`src/rtl/fifo_word_serializer.sv`:
```
// rtl/fifo_word_serializer.sv - drains a word FIFO and emits each word as narrow valid/ready beats
module fifo_word_serializer #(
  parameter int word_width = 32,
  parameter int beat_width = 8,
  parameter bit msb_first  = 1'b1
) (
  input  logic                  clk,
  input  logic                  reset,
  input  logic                  fifo_empty,
  input  logic [word_width-1:0] fifo_data,
  output logic                  fifo_pop,
  output logic                  out_valid,
  input  logic                  out_ready,
  output logic [beat_width-1:0] out_data,
  output logic                  out_last,
  output logic                  busy,
  output logic [15:0]           word_count
);

  localparam int beats = word_width / beat_width;
  localparam int idx_w = (beats > 1) ? $clog2(beats) : 1;

  typedef enum logic {
    ST_EMPTY = 1'b0,
    ST_SEND  = 1'b1
  } state_t;

  state_t                state_q, state_d;
  logic [word_width-1:0] shift_q, shift_d;
  logic [idx_w-1:0]      idx_q, idx_d;
  logic                  last_q, last_d;
  logic [15:0]           count_q, count_d;
  logic                  accept;

  // Beat handshake and pop decision; the pop on the last beat gives zero-bubble word chaining
  always_comb begin
    accept   = (state_q == ST_SEND) && out_ready;
    fifo_pop = !reset && !fifo_empty && ((state_q == ST_EMPTY) || (accept && last_q));
  end

  // Next-state: load on pop, shift the outgoing beat away on each accepted non-last beat
  always_comb begin
    state_d = state_q;
    shift_d = shift_q;
    idx_d   = idx_q;
    last_d  = last_q;
    count_d = count_q;
    if (accept && last_q) begin
      count_d = count_q + 16'd1;
    end
    if (fifo_pop) begin
      state_d = ST_SEND;
      shift_d = fifo_data;
      idx_d   = '0;
      last_d  = (beats == 1);
    end else if (accept) begin
      if (last_q) begin
        state_d = ST_EMPTY;
        last_d  = 1'b0;
      end else begin
        shift_d = msb_first ? (shift_q << beat_width) : (shift_q >> beat_width);
        idx_d   = idx_q + idx_w'(1);
        last_d  = (idx_q == idx_w'(beats - 2));
      end
    end
  end

  // State register with asynchronous clear of the held word and the word counter
  always_ff @(posedge clk or posedge reset) begin
    if (reset) begin
      state_q <= ST_EMPTY;
      shift_q <= '0;
      idx_q   <= '0;
      last_q  <= 1'b0;
      count_q <= '0;
    end else begin
      state_q <= state_d;
      shift_q <= shift_d;
      idx_q   <= idx_d;
      last_q  <= last_d;
      count_q <= count_d;
    end
  end

  // Outputs come straight from flops; the current beat always sits at the shifting end
  always_comb begin
    out_valid  = (state_q == ST_SEND);
    busy       = (state_q == ST_SEND);
    out_last   = last_q;
    out_data   = msb_first ? shift_q[word_width-1 -: beat_width] : shift_q[beat_width-1:0];
    word_count = count_q;
  end

endmodule
```
`config.mk`:
```
export PLATFORM = sky130hd
export DESIGN_NAME = fifo_word_serializer
export DESIGN_NICKNAME = d
export VERILOG_FILES = /design/src/rtl/fifo_word_serializer.sv
export SDC_FILE = /design/constraint.sdc
export NUM_CORES = 1
export LEC_CHECK = 0
export BUFFER_PORTS_ARGS = -buffer_cell sky130_fd_sc_hd__buf_4
export CAP_MARGIN = 5
export CORE_AREA = 2 2 92 94
export CTS_BUF_LIST = sky130_fd_sc_hd__clkbuf_2 sky130_fd_sc_hd__clkbuf_4 sky130_fd_sc_hd__clkbuf_8
export CTS_CLUSTER_DIAMETER = 50
export DETAILED_ROUTE_END_ITERATION = 12
export DIE_AREA = 0 0 94 96
export GPL_TIMING_DRIVEN = 0
export HOLD_SLACK_MARGIN = 0.12
export PLACE_DENSITY_LB_ADDON = 0.15
export SETUP_SLACK_MARGIN = 0.1
export SLEW_MARGIN = 20
export SYNTH_ARGS = -nofsm -noshare
export SYNTH_HDL_FRONTEND = slang
export SYNTH_SLANG_ARGS = --single-unit
```
`constraint.sdc`:
```
create_clock -name clk -period 2.75 [get_ports clk]
set_clock_uncertainty 0.1 [all_clocks]
set_input_delay 0.1375 -clock clk [delete_from_list [all_inputs] [get_ports clk]]
set_output_delay 0.1375 -clock clk [all_outputs]
set_load 0.02 [all_outputs]
```
==> run summary, run 1 <==
Tmin final -> 2150 ps
Pwr per Cell Area -> 757 nW/µm²
R2R cell count -> 5
Resize count post-CTS -> 0
Vias in the first global route -> 1,916
Final setup fails -> 0
Gpl congestion -> 0.740
GRT Resource Usage Total -> 0.135
Gate Count Post-Synth -> 200
WP data required -> 2510 ps
CORE AREA -> 8050 µm²
Effective utilization at floorplan -> 0.291
Max stage delay on crit path -> 540 ps
Fin. max-slew vios -> 0
Die width -> 94 µm
Worst path arrival time -> 1920 ps
Via count -> 1,871
Hold buffers post-CTS -> 34
Crit-path max FO -> 10
Final Hold Vio Count -> 0
Worst-path clk slew -> 110 ps
Commonest non-fill, non-tap cell in the layout -> buf_4
Vias per cell -> 4.56
# nets final -> 342
Pin count of the biggest net entering global routing -> 53
Setup Fix Bufs, Post-CTS -> 0
Post-Syn Nets -> 238
Outcome -> complete, no violations
DR iter-0 viols -> 110
Clock root cell -> clkbuf_8
Fmax achieved -> 464 MHz
Peak supply drop -> 0.402 mV
Measured slew at the worst slew-check pin -> 650 ps
Pleak -> 1.74 nW
Finished Cell Area -> 3380 µm²
Fillers -> 787
Worst skew pair latency -> 310 ps
CTS tree -> built
Final Core Density -> 0.420
Met2 routed WL -> 2.80 mm
TritonCTS Buffers -> 5
Setup TNS Final -> 0 ps
Die area -> 9020 µm²
FF-to-FF Start -> busy
Initial antenna violation count -> 0
Top delay family on crit path -> buffers and inverters
Cell Area, Synth -> 2340 µm²
Yosys warning total -> 0
H-tree Lvls -> 2
WL met3 -> 354 µm
DP Area -> 2950 µm²
Hold Path End -> busy
HP Start -> out_ready
DIE HEIGHT -> 96 µm
Hold path depth -> 3
Top cell by count, worst path -> buf_4
Maximum Capacitance Violations -> 0
WL per Instance -> 14.0 µm
Area overhead of the layout relative to synthesis -> 44.4%
Ant diodes -> 0
Sequential share of the synthesized area -> 0.556
Reg2Reg Setup Slack -> 1030 ps
# IOs -> 64
Final period util -> 0.783
Most frequent cells in the layout -> buf_4, dfrtp_1, dlygate4sd3_1, inv_1, nand2_1
CP Cell Sequence -> dlygate4sd3_1 -> buf_4 -> nor2_1 -> a21boi_4 -> buf_2 -> buf_4
Top Metal Used -> met4
Flops & latches, synth -> 52
M1 wire length -> 2.56 mm
Post-synth cell types -> 31
CP startpoint kind -> input pin
RSZ-0062 raised after global routing -> false
CP endpoint kind -> output pin
Post-DP HPWL -> 3.90 mm
Layout cell share with drive strength beyond 1 -> 0.318
DRC errors left -> 0
Buffer depth of the longest clock path -> 2
Critical path's slowest cell -> dlygate4sd3_1
Min-Delay Path Class -> in -> reg
Overflow left after global routing -> 0
Bufs and invs on worst path -> 4
First-pass GRT wire length -> 9.48 mm
Port-buffer cells -> 63
Rel. slew slack -> 0.566
Final WL -> 5.75 mm
# clock sinks -> 52
Detailed-router iteration count before antenna repair -> 4
Row cnt -> 33
ANT nets after route -> 0
Worst R2R End -> idx_q[1]
Avg Inst Size Synth -> 11.7 µm²
Critical Setup Path Class -> in -> out
[sequential cells by signal, indices dropped and copies added (netlist names)]
signal      count
word_count     16
busy            1
idx_q           2
out_last        1
shift_q        32
[where the power goes]
group          switching, mW  internal, mW  total, mW
Sequential             0.167         0.969       1.14
Combinational          0.493         0.475      0.967
Clock                  0.272         0.183      0.455
Total                  0.932          1.63       2.56
[routing by layer]
layer | up-vias | global-route usage
li1 | 907 | -
met1 | 904 | 0.180
met2 | 56 | 0.224
met3 | 4 | 0.0321
met4 | 0 | 0.0290
met5 | - | 0
[worst max-delay path by stage]
stage | start | to | cells after the start
final | reset | fifo_pop | 6
after detailed placement | out_last | fifo_pop | 4
after global placement | reset | shift_q[3] | 2
after global routing | reset | fifo_pop | 6
after CTS | reset | fifo_pop | 6
after floorplan | word_count[0] | word_count[14] | 5
[logic make-up after synthesis]
| logic type | Yosys count | synth area share |
|---|---|---|
| flip-flops | 52 | 0.556 |
| AND/OR/NAND/NOR | 47 | 0.116 |
| AO/OA/AOI/OAI | 36 | 0.130 |
| buffers and inverters | 36 | 0.0802 |
| XOR/XNOR | 16 | 0.0599 |
| multiplexers | 11 | 0.0471 |
| adder cells (fa/ha/maj) | 2 | 0.0107 |
[synthesized netlist by cell type]
master | count | area share
dfrtp_1 | 52 | 0.56
inv_1 | 19 | 0.030
nand2_1 | 17 | 0.027
a222oi_1 | 14 | 0.060
mux2i_1 | 11 | 0.047
xnor2_1 | 11 | 0.041
buf_4 | 10 | 0.032
a22o_1 | 8 | 0.030
nor2_1 | 8 | 0.013
buf_2 | 6 | 0.013
nand3_1 | 6 | 0.013
o21ai_0 | 6 | 0.013
xor2_1 | 5 | 0.019
nand4_1 | 4 | 0.011
o21ai_1 | 4 | 0.0086
ha_1 | 2 | 0.011
nand2_2 | 2 | 0.0053
nor4_4 | 2 | 0.018
a21boi_4 | 1 | 0.0080
a21o_1 | 1 | 0.0032
a21oi_1 | 1 | 0.0021
and2b_1 | 1 | 0.0032
and3_1 | 1 | 0.0027
buf_6 | 1 | 0.0048
nand3_4 | 1 | 0.0075
nor2_4 | 1 | 0.0048
nor3_1 | 1 | 0.0021
nor3b_1 | 1 | 0.0032
nor4_1 | 1 | 0.0027
o22ai_2 | 1 | 0.0053
or2_1 | 1 | 0.0027
[metrics by stage]
stage / hold slack [ps] / cells / setup slack, ps / power, mW
finish: 120 / 410 / 595 / 2.56
global route: 129 / 410 / 513 / 2.73
CTS: 123 / 410 / 578 / 2.59
detailed placement: 200 / 368 / 998 / 2.10
global placement: 247 / 368 / 404 / 2.08
floorplan: 154 / 200 / 1110 / 1.76
[worst register-to-register path, stage by stage, from the launching register on]
cell	delay, ps
dfrtp_1	560
nand2_2	140
nor2_4	300
buf_4	270
mux2i_1	200
nor2_1	50
[cell type report]
cell class                      count  area, µm²  area share
Sequential cell                    52       1300       0.385
Multi-Input combinational cell    112        851       0.252
Timing Repair Buffer               97        813       0.241
Tap cell                          105        131      0.0389
Buffer                             17        116      0.0344
Inverter                           19       73.8      0.0219
Clock buffer                        5       68.8      0.0204
Clock inverter                      3       22.5     0.00667
Note: power is estimated with default switching activity, not from simulation.
==> inputs of run 2 (changes only) <==
- clock period: 2.75 -> 1.8 ns (I/O delays scaled with it)
==> run 2 against run 1 <==
First-iteration DRC count did not move. Hold slack better by 83 ps. Clock power grew 55%. Highest routed layer unchanged. Combinational power rose by 68%. Critical endpoint is now shift_q[9]. Final area up 3.1%. Cell count is 2.9% higher. Critical path depth up 2. Count of clock-buffer cells in the layout did not move. Sequential cell count is the same. Sequential share of layout area decreased by 1.0 points. Sequential power grew 52%. Total power increased by 58%. Critical path type is now in -> reg.
==> run summary, run 2 (synthesis gave the netlist of run 1 again) <==
Vias per cell -> 4.55 (was 4.56)
Max reg flops -> 32 (unchanged)
HP Start -> fifo_empty (was out_ready)
Worst hold margin -> 204 ps (was 120 ps)
Comb pwr share -> 0.399 (was 0.378)
CP endpoint kind -> flip-flop (was output pin)
Switching part of the total -> 0.361 (was 0.364)
Most frequent cells in the layout -> buf_4, dfrtp_1, dlygate4sd3_1, inv_1, nand2_1 (unchanged)
Worst skew pair latency -> 310 ps (about the same)
Final period util -> 0.906
Final setup fails -> 0 (unchanged)
DIE HEIGHT -> 96 µm (unchanged)
Outcome -> complete, no violations (unchanged)
Critical Setup Path Class -> in -> reg (was in -> out)
Crit-path max FO -> 10 (unchanged)
DRC errors left -> 0 (unchanged)
Rel. slew slack -> 0.562 (was 0.566)
Finished Cell Area -> 3480 µm² (was 3380 µm²)
Reg power frac -> 0.427 (was 0.444)
Worst R2R End -> shift_q[9] (was idx_q[1])
Detailed-router iteration count before antenna repair -> 4 (unchanged)
Critical path's slowest cell -> dlygate4sd3_1 (unchanged)
# IOs -> 64 (unchanged)
Via count -> 1,921 (was 1,871)
Cell internal pwr -> 2.59 mW (was 1.63 mW)
Top cell by count, worst path -> buf_4 (unchanged)
Port-buffer cells -> 63 (unchanged)
CTS tree -> built (unchanged)
Overflow left after global routing -> 0 (unchanged)
Buffer depth of the longest clock path -> 2 (unchanged)
Initial antenna violation count -> 0 (unchanged)
RSZ-0062 raised after global routing -> false (unchanged)
Gpl congestion -> 0.740 (unchanged)
CP Cell Sequence -> dlygate4sd3_1 -> buf_4 -> nand2_2 -> a21boi_4 -> buf_4 -> buf_4 -> a222oi_1 -> inv_1 (was dlygate4sd3_1 -> buf_4 -> nor2_1 -> a21boi_4 -> buf_2 -> buf_4)
# clock sinks -> 52 (unchanged)
# nets final -> 354 (was 342)
Hold Path End -> shift_q[30] (was busy)
CORE AREA -> 8050 µm² (unchanged)
Most flop-heavy register -> shift_q (unchanged)
Fin. max-slew vios -> 0 (unchanged)
Final WL -> 5.91 mm (was 5.75 mm)
H-tree Lvls -> 2 (unchanged)
Maximum Capacitance Violations -> 0 (unchanged)
TritonCTS Buffers -> 5 (unchanged)
Tmin final -> 1630 ps
Clock root cell -> clkbuf_8 (unchanged)
Post-route non-filler standard cell count -> 422 (was 410)
Final Core Density -> 0.432 (was 0.420)
Min-Delay Path Class -> in -> reg (unchanged)
Measured slew at the worst slew-check pin -> 657 ps (was 650 ps)
Commonest non-fill, non-tap cell in the layout -> buf_4 (unchanged)
Area overhead of the layout relative to synthesis -> 48.8% (was 44.4%)
Pwr per Cell Area -> 1160 nW/µm² (was 757 nW/µm²)
Max stage delay on crit path -> 550 ps (was 540 ps)
Worst-path clk slew -> 100 ps (was 110 ps)
WL per Instance -> 14.0 µm (about the same)
Die width -> 94 µm (unchanged)
Peak supply drop -> 0.631 mV (was 0.402 mV)
Ant diodes -> 0 (unchanged)
Fmax achieved -> 613 MHz
R2R cell count -> 6 (was 5)
Dpl cells -> 368 (unchanged)
Hold path depth -> 5 (was 3)
FF-to-FF Start -> out_last (was busy)
DP Area -> 2950 µm² (unchanged)
Layout cell share with drive strength beyond 1 -> 0.347 (was 0.318)
DR iter-0 viols -> 110 (unchanged)
Sw Pwr -> 1.46 mW (was 0.932 mW)
Row cnt -> 33 (unchanged)
Clock network power share -> 0.174 (was 0.178)
Pin count of the biggest net entering global routing -> 53 (unchanged)
Total Power -> 4.05 mW (was 2.56 mW)
CP startpoint kind -> input pin (unchanged)
First-pass GRT wire length -> 9.64 mm (was 9.48 mm)
Reg2Reg Setup Slack -> 210 ps (was 1030 ps)
WP data required -> 1900 ps (was 2510 ps)
GRT Resource Usage Total -> 0.137 (was 0.135)
Pleak -> 1.80 nW (was 1.74 nW)
Final Hold Vio Count -> 0 (unchanged)
Worst path arrival time -> 1730 ps (was 1920 ps)
Post-DP HPWL -> 3.90 mm (unchanged)
Effective utilization at floorplan -> 0.291 (unchanged)
Die area -> 9020 µm² (unchanged)
Vias in the first global route -> 1,939 (was 1,916)
ANT nets after route -> 0 (unchanged)
run 2: area by class of cell:
cell class | count | area [µm²]
buffer | 17 | 121
clock buffer | 5 | 68.8
clock inverter | 3 | 22.5
fill | 783 | 4570
inverter | 19 | 73.8
multi-input combinational | 112 | 851
sequential | 52 | 1310
tap | 105 | 131
timing repair buffer | 109 | 908
run 2: worst max path at each step:
| stage | endpoint | slack (ps) | from |
|---|---|---|---|
| global route | shift_q[29] | 100 | out_ready |
| finish | shift_q[9] | 170 | out_ready |
| floorplan | word_count[14] | 160 | word_count[0] |
| CTS | shift_q[30] | 140 | out_ready |
| detailed placement | idx_q[1] | 90 | busy |
| global placement | shift_q[3] | -500 | reset |
run 2: through the flow:
step	setup slack (ps)	setup TNS, ps
after floorplan	164	0
after global placement	-498	-25780
after detailed placement	88.0	0
after CTS	139	0
after global routing	105	0
final	169	0
run 2: routing by layer:
| layer | GRT usage | routed length (µm) |
|---|---|---|
| met5 | 0 | 0 |
| met4 | 0.0290 | 34 |
| met3 | 0.0321 | 300 |
| met2 | 0.227 | 2840 |
| met1 | 0.184 | 2740 |
run 2: what timing repair did:
| action | CTS | global route |
|---|---|---|
| setup endpoints to repair | 12 | 13 |
| buffers inserted | 5 | 5 |
| gates resized for setup | 3 | 3 |
| endpoints found under the hold margin | 87 | 0 |
| pin swaps | 1 | 6 |
| hold buffers | 36 | 0 |
run 2: worst max-delay path: cells and delay by family:
family | cells | cell delay (ps)
AND/OR/NAND/NOR | 1 | 100
AO/OA/AOI/OAI | 2 | 400
buffers and inverters | 5 | 1140
run 2: power by group through the flow:
stage / combinational, mW / clock (mW) / sequential [mW]
floorplan: 0.928 / 0 / 1.76
global placement: 1.43 / 0 / 1.75
detailed placement: 1.45 / 0 / 1.76
CTS: 1.59 / 0.713 / 1.73
global route: 1.77 / 0.766 / 1.77
finish: 1.62 / 0.704 / 1.73
